File: config.mk
export PLATFORM = sky130hd
export DESIGN_NAME = t01_ai_mmu_sequencer
export DESIGN_NICKNAME = d
export VERILOG_FILES = /design/src/rtl/t01_ai_mmu_sequencer.sv
export SDC_FILE = /design/constraint.sdc
export NUM_CORES = 1
export LEC_CHECK = 0
export BUFFER_PORTS_ARGS = -buffer_cell sky130_fd_sc_hd__buf_2
export CORE_MARGIN = 10
export CORE_UTILIZATION = 55
export CTS_CLUSTER_DIAMETER = 150
export DETAILED_ROUTE_END_ITERATION = 10
export PLACE_DENSITY = 0.75
export SLEW_MARGIN = 5
export SYNTH_ARGS = -nofsm -noshare
export SYNTH_HDL_FRONTEND = slang
export SYNTH_SLANG_ARGS = --single-unit
export TNS_END_PERCENT = 100
File: constraint.sdc
create_clock -name clk -period 2.65 [get_ports clk]
set_clock_uncertainty 0.2 [all_clocks]
set_input_delay 0.3975 -clock clk [delete_from_list [all_inputs] [get_ports clk]]
set_output_delay 0.3975 -clock clk [all_outputs]
set_load 0.02 [all_outputs]
File: src/rtl/t01_ai_mmu_sequencer.sv
// t01_ai_mmu_sequencer: drives the t01_ai MMU through one
// 4-layer inference per request, ping-ponging activations.
module t01_ai_mmu_sequencer #(
  parameter int N_FEAT   = 4,
  parameter int N_HID    = 32,
  parameter int RQ_SHIFT = 4
) (
  input  logic        clk,
  input  logic        rst_n,
  input  logic        req,
  input  logic [31:0] feat_in,
  output logic        busy,
  output logic        score_valid,
  output logic [17:0] score,
  output logic        mmu_start,
  output logic [1:0]  mmu_layer_sel,
  output logic        mmu_act_valid,
  output logic [7:0]  mmu_act_in,
  input  logic        mmu_res_valid,
  input  logic [17:0] mmu_res_out,
  input  logic        mmu_done
);

  localparam int IW = $clog2(N_HID);
  localparam int FW = $clog2(N_FEAT);
  localparam logic [IW-1:0] FEAT_LAST = IW'(N_FEAT - 1);
  localparam logic [IW-1:0] HID_LAST  = IW'(N_HID - 1);

  typedef enum logic [2:0] {
    S_IDLE,
    S_START,
    S_FEED,
    S_COLLECT,
    S_FINISH
  } state_t;

  state_t              state_q;
  state_t              state_d;
  logic [1:0]          layer_q;
  logic                bank_q;
  logic [IW-1:0]       idx_q;
  logic [IW-1:0]       res_q;
  logic [8*N_FEAT-1:0] feat_q;
  logic [17:0]         score_q;
  logic [7:0]          mem_q [2][N_HID];

  logic [IW-1:0]       last_idx;
  logic [7:0]          feat_byte;
  logic [7:0]          bank_byte;
  logic [17:0]         shifted;
  logic [7:0]          rq_byte;

  assign last_idx  = (layer_q == 2'd0) ? FEAT_LAST : HID_LAST;
  assign feat_byte = feat_q[{idx_q[FW-1:0], 3'b000} +: 8];
  assign bank_byte = mem_q[bank_q][idx_q];
  assign shifted   = mmu_res_out >> RQ_SHIFT;
  assign rq_byte   = (shifted > 18'd127) ? 8'd127 : shifted[7:0];

  assign mmu_layer_sel = layer_q;
  assign score         = score_q;

  // control state, counters, feature latch and final score
  always_ff @(posedge clk or negedge rst_n) begin
    if (!rst_n) begin
      state_q <= S_IDLE;
      layer_q <= 2'd0;
      bank_q  <= 1'b0;
      idx_q   <= '0;
      res_q   <= '0;
      feat_q  <= '0;
      score_q <= '0;
    end else begin
      state_q <= state_d;
      unique case (state_q)
        S_IDLE: begin
          if (req) begin
            feat_q  <= feat_in[8*N_FEAT-1:0];
            layer_q <= 2'd0;
            bank_q  <= 1'b0;
          end
        end
        S_START: begin
          idx_q <= '0;
          res_q <= '0;
        end
        S_FEED: begin
          idx_q <= idx_q + IW'(1);
        end
        S_COLLECT: begin
          if (mmu_res_valid)
            res_q <= res_q + IW'(1);
          if (mmu_done) begin
            if (layer_q != 2'd3) begin
              layer_q <= layer_q + 2'd1;
              bank_q  <= ~bank_q;
            end else begin
              score_q <= mmu_res_out;
            end
          end
        end
        default: ;
      endcase
    end
  end

  // requantized results land in the bank not being read
  always_ff @(posedge clk) begin
    if (state_q == S_COLLECT && mmu_res_valid)
      mem_q[~bank_q][res_q] <= rq_byte;
  end

  // next state, handshake outputs and activation mux
  always_comb begin
    state_d       = state_q;
    busy          = 1'b0;
    score_valid   = 1'b0;
    mmu_start     = 1'b0;
    mmu_act_valid = 1'b0;
    mmu_act_in    = '0;
    unique case (state_q)
      S_IDLE: begin
        if (req)
          state_d = S_START;
      end
      S_START: begin
        busy      = 1'b1;
        mmu_start = 1'b1;
        state_d   = S_FEED;
      end
      S_FEED: begin
        busy          = 1'b1;
        mmu_act_valid = 1'b1;
        if (idx_q == last_idx)
          state_d = S_COLLECT;
      end
      S_COLLECT: begin
        busy = 1'b1;
        if (mmu_done)
          state_d = (layer_q == 2'd3) ? S_FINISH : S_START;
      end
      S_FINISH: begin
        score_valid = 1'b1;
        state_d     = S_IDLE;
      end
      default: state_d = S_IDLE;
    endcase
    unique case (1'b1)
      (state_q == S_FEED) && (layer_q == 2'd0):
        mmu_act_in = feat_byte;
      (state_q == S_FEED) && (layer_q != 2'd0):
        mmu_act_in = bank_byte;
      default:
        mmu_act_in = '0;
    endcase
  end

endmodule

==> Flow_metrics.wiki <==
{| class="wikitable"
! Metric !! Value
|-
| Leakage Power || around 0.011 uW
|-
| Post-route antenna net violation count || 0
|-
| Post-route cell area || 28700 um^2
|-
| Area growth, synth to finish || 24.9%
|-
| Worst setup EP type || output pin
|-
| Number of buffers created by CTS || between 50 and 60
|-
| Primary flip-flop cell chosen by synthesis mapping || edfxtp_1
|-
| Clock sink total || about 580
|-
| Clock buffer depth || 3
|-
| Path depth of the worst reg2reg path || 7
|-
| CP startpoint kind || flip-flop
|-
| Number of top-level pins || 87
|-
| Total length of routed wires || 57.7 mm
|-
| Mean area per synthesized cell || about 20 um^2
|-
| Netlist cell types || 56
|-
| Placer Congestion || 0.859
|-
| Violations in the final reports || negative setup slack
|-
| Reg area || 17000 um^2
|-
| Multi-input logic area || 6100 um^2
|-
| Overall power after layout || between 20000 and 30000 uW
|-
| Async SR Flop Fraction || a little under an eighth
|-
| Starting utilization of the core area || 56.0%
|-
| Register clock-pin slew on the reported worst setup and hold paths || ~70 ps
|-
| Top-area cell type share of the netlist area || between 60% and 70%
|-
| Violation count after the first detailed-routing iteration || 1727
|-
| Die H || roughly 220 um
|-
| Cells after synthesis || roughly 1200
|-
| Post-route insts no fill || roughly 2200
|-
| Seq/Total Area, Yosys || 74.0%
|-
| CTS root buffer || clkbuf_16
|-
| H-tree depth || 2
|-
| Number of max-slew violations in the final report || 0
|-
| Count of flip-flops with a built-in enable after synthesis || between 500 and 600
|-
| Worst-path maximum fanout || 13
|-
| Total instance count after detailed placement || around 2000
|-
| Largest net degree at the start of global routing || between 60 and 70
|-
| Transition at the pin with the smallest max-transition slack || a little under 900 ps
|-
| Most used cells in the layout excluding fill and tap cells || edfxtp_1, buf_4, mux4_2
|-
| CTS tree || done
|-
| CP Data Required Time || around 2100 ps
|-
| Total number of vias || ~13000
|-
| Result of the run || finished, violations left
|-
| Number of antenna diodes || 0
|-
| Maximum clock frequency || between 200 and 300 MHz
|-
| Number of optimization iterations in the first detailed-route pass || 5
|-
| DP Area || between 20000 and 30000 um^2
|-
| Overflow left after global routing || 0
|-
| Count of fill cells added during filler insertion || approximately 2400
|-
| Maximum Capacitance Violations || 0
|-
| PwrDens || between 900 and 1000 nW/um^2
|-
| Final routed wire length divided by cell count || around 27 um
|-
| Top cell type by total area after synthesis || edfxtp_1
|-
| Final Hold Violating Endpoints || 0
|-
| Number of buffers added on ports || 86
|-
| Final cycle utilization of the critical path || 134%
|-
| Leading cell types by total area after synthesis || edfxtp_1, mux4_2, dfrtp_1, mux2_2, mux2i_1
|-
| Worst-skew pair later-pin latency || around 610 ps
|-
| Routed vias/inst || 6.04
|-
| Core area || a little over 40000 um^2
|-
| Commonest non-fill, non-tap cell in the layout || edfxtp_1
|-
| Maximum VDD drop || approximately 0.50 mV
|-
| # DRC || 0
|-
| Cell area after synthesis || between 20000 and 25000 um^2
|-
| Overall die width || ~220 um
|-
| Global-route wire length before repair || just under 90 mm
|-
| Crit Path Category || flip-flop to output pin
|-
| Slew Limit Headroom || 42.1%
|-
| Number of warning messages in the yosys log || 0
|-
| Via count of the first global-routing pass || 13433
|-
| Die Footprint || around 50000 um^2
|-
| Number of endpoints failing setup at the final stage || 8
|-
| Proportion of layout cells with a drive suffix above 1 || 39.0%
|-
| Half-perimeter wire length of the detailed placement result || approximately 35 mm
|-
| Setup repair after global routing missed its margin || yes
|-
| Floorplan row count || 74
|-
| Hold Path Depth || 4
|-
| Data arrival at the endpoint of the critical path || about 3000 ps
|-
| Final min period || about 3600 ps
|-
| Net count of the finished layout || between 1500 and 2000
|-
| HP Class || input port to flip-flop
|-
| Final worst slack || -913 ps
|-
| Total routing resource utilization after global routing || a little under a quarter
|-
| Number of synthesized register bits || 578
|-
| Initial antenna violation count || 0
|}
[path summary, 6_finish.rpt]
path	startpoint	to	slack (ps)
worst max-delay path	bank_q	mmu_act_in[4]	-910
worst min-delay path	req	state_q[0]	30
worst max register to register	state_q[2]	mem_q[0][172]	150
worst min register to register	feat_q[27]	feat_q[27]	280
max in group asynchronous	rst_n	res_q[4]	1320
min in group asynchronous	rst_n	score[7]	270
[registers in the layout, indices dropped and copies added (netlist names)]
register	flops
mmu_layer_sel	2
state_q	3
mem_q	512
idx_q	5
res_q	5
bank_q	1
score	18
feat_q	32
[power by group]
| group | total [uW] | leakage [uW] | internal (uW) | switching (uW) |
|---|---|---|---|---|
| clock network | 7470 | 0.000821 | 4200 | 3270 |
| logic | 8020 | 0.00393 | 4080 | 3940 |
| registers | 10600 | 0.00652 | 10300 | 379 |
| total | 26100 | 0.0113 | 18500 | 7590 |
[Yosys cell counts (all sizes together), types with 6 or more instances]
cell type    n
nand2       31
edfxtp     512
nand2b       6
or3b         6
mux2        52
nor3        13
mux2i       33
inv          9
ha           7
mux4       139
nand4        6
clkbuf      16
nand3       21
dfrtp       66
o21ai       16
a22oi        8
buf         46
or2          9
nor2        83
o22ai       19
[metrics by stage]
stage	hold WS, ps	setup TNS, ps	util, %	worst slack, ps
after global routing	64.4	-7470	69.9	-964
after global placement	263	-2760	63.0	-566
after detailed placement	271	-2850	63.0	-533
after CTS	15.7	-6890	69.5	-915
after floorplan	-98.1	-11.6	-	-11.6
final	35.0	-7000	69.9	-913
[metal layers]
metal | wire length (um) | GRT usage, % | vias up
met5 | 0 | 0 | -
met4 | 2020 | 8.97 | 0
met2 | 28200 | 37.0 | 716
li1 | - | - | 5502
met1 | 22200 | 31.4 | 6726
met3 | 5180 | 3.98 | 119
[kinds of logic after synthesis]
logic type | synth area share [%]
xor gates and xnor gates | 0.152
DFF | 74.0
AOI/OAI and AO/OA | 2.09
muxes | 17.6
and+or+nand+nor | 4.06
other | 0.0163
buffers and inverters | 1.74
adders and majority gates | 0.381
[worst max-delay path, cell delays in order, from the launching register on]
cell and delay (ps):
dfrtp_4 530, buf_12 190, mux4_2 510, mux4_2 510
a32oi_2 280, nand3_2 160, buf_6 170
[layout make-up]
class	instances	share of cell area, %
Timing Repair Buffer	377	11.1
Sequential cell	578	59.3
Clock buffer	65	5.07
Tap cell	532	2.32
Inverter	9	0.126
Clock inverter	35	0.892
Multi-Input combinational cell	567	21.2
[repair_timing]
| item | CTS | global route |
|---|---|---|
| pin swaps | 13 | 2 |
| setup buffers | 16 | 7 |
| gates cloned | 1 | 1 |
| hold buffers | 53 | 0 |
| setup endpoints to repair | 9 | 65 |
| endpoints found under the hold margin | 88 | 0 |
| gates resized for setup | 66 | 17 |
Note: power is estimated with default switching activity, not from simulation.
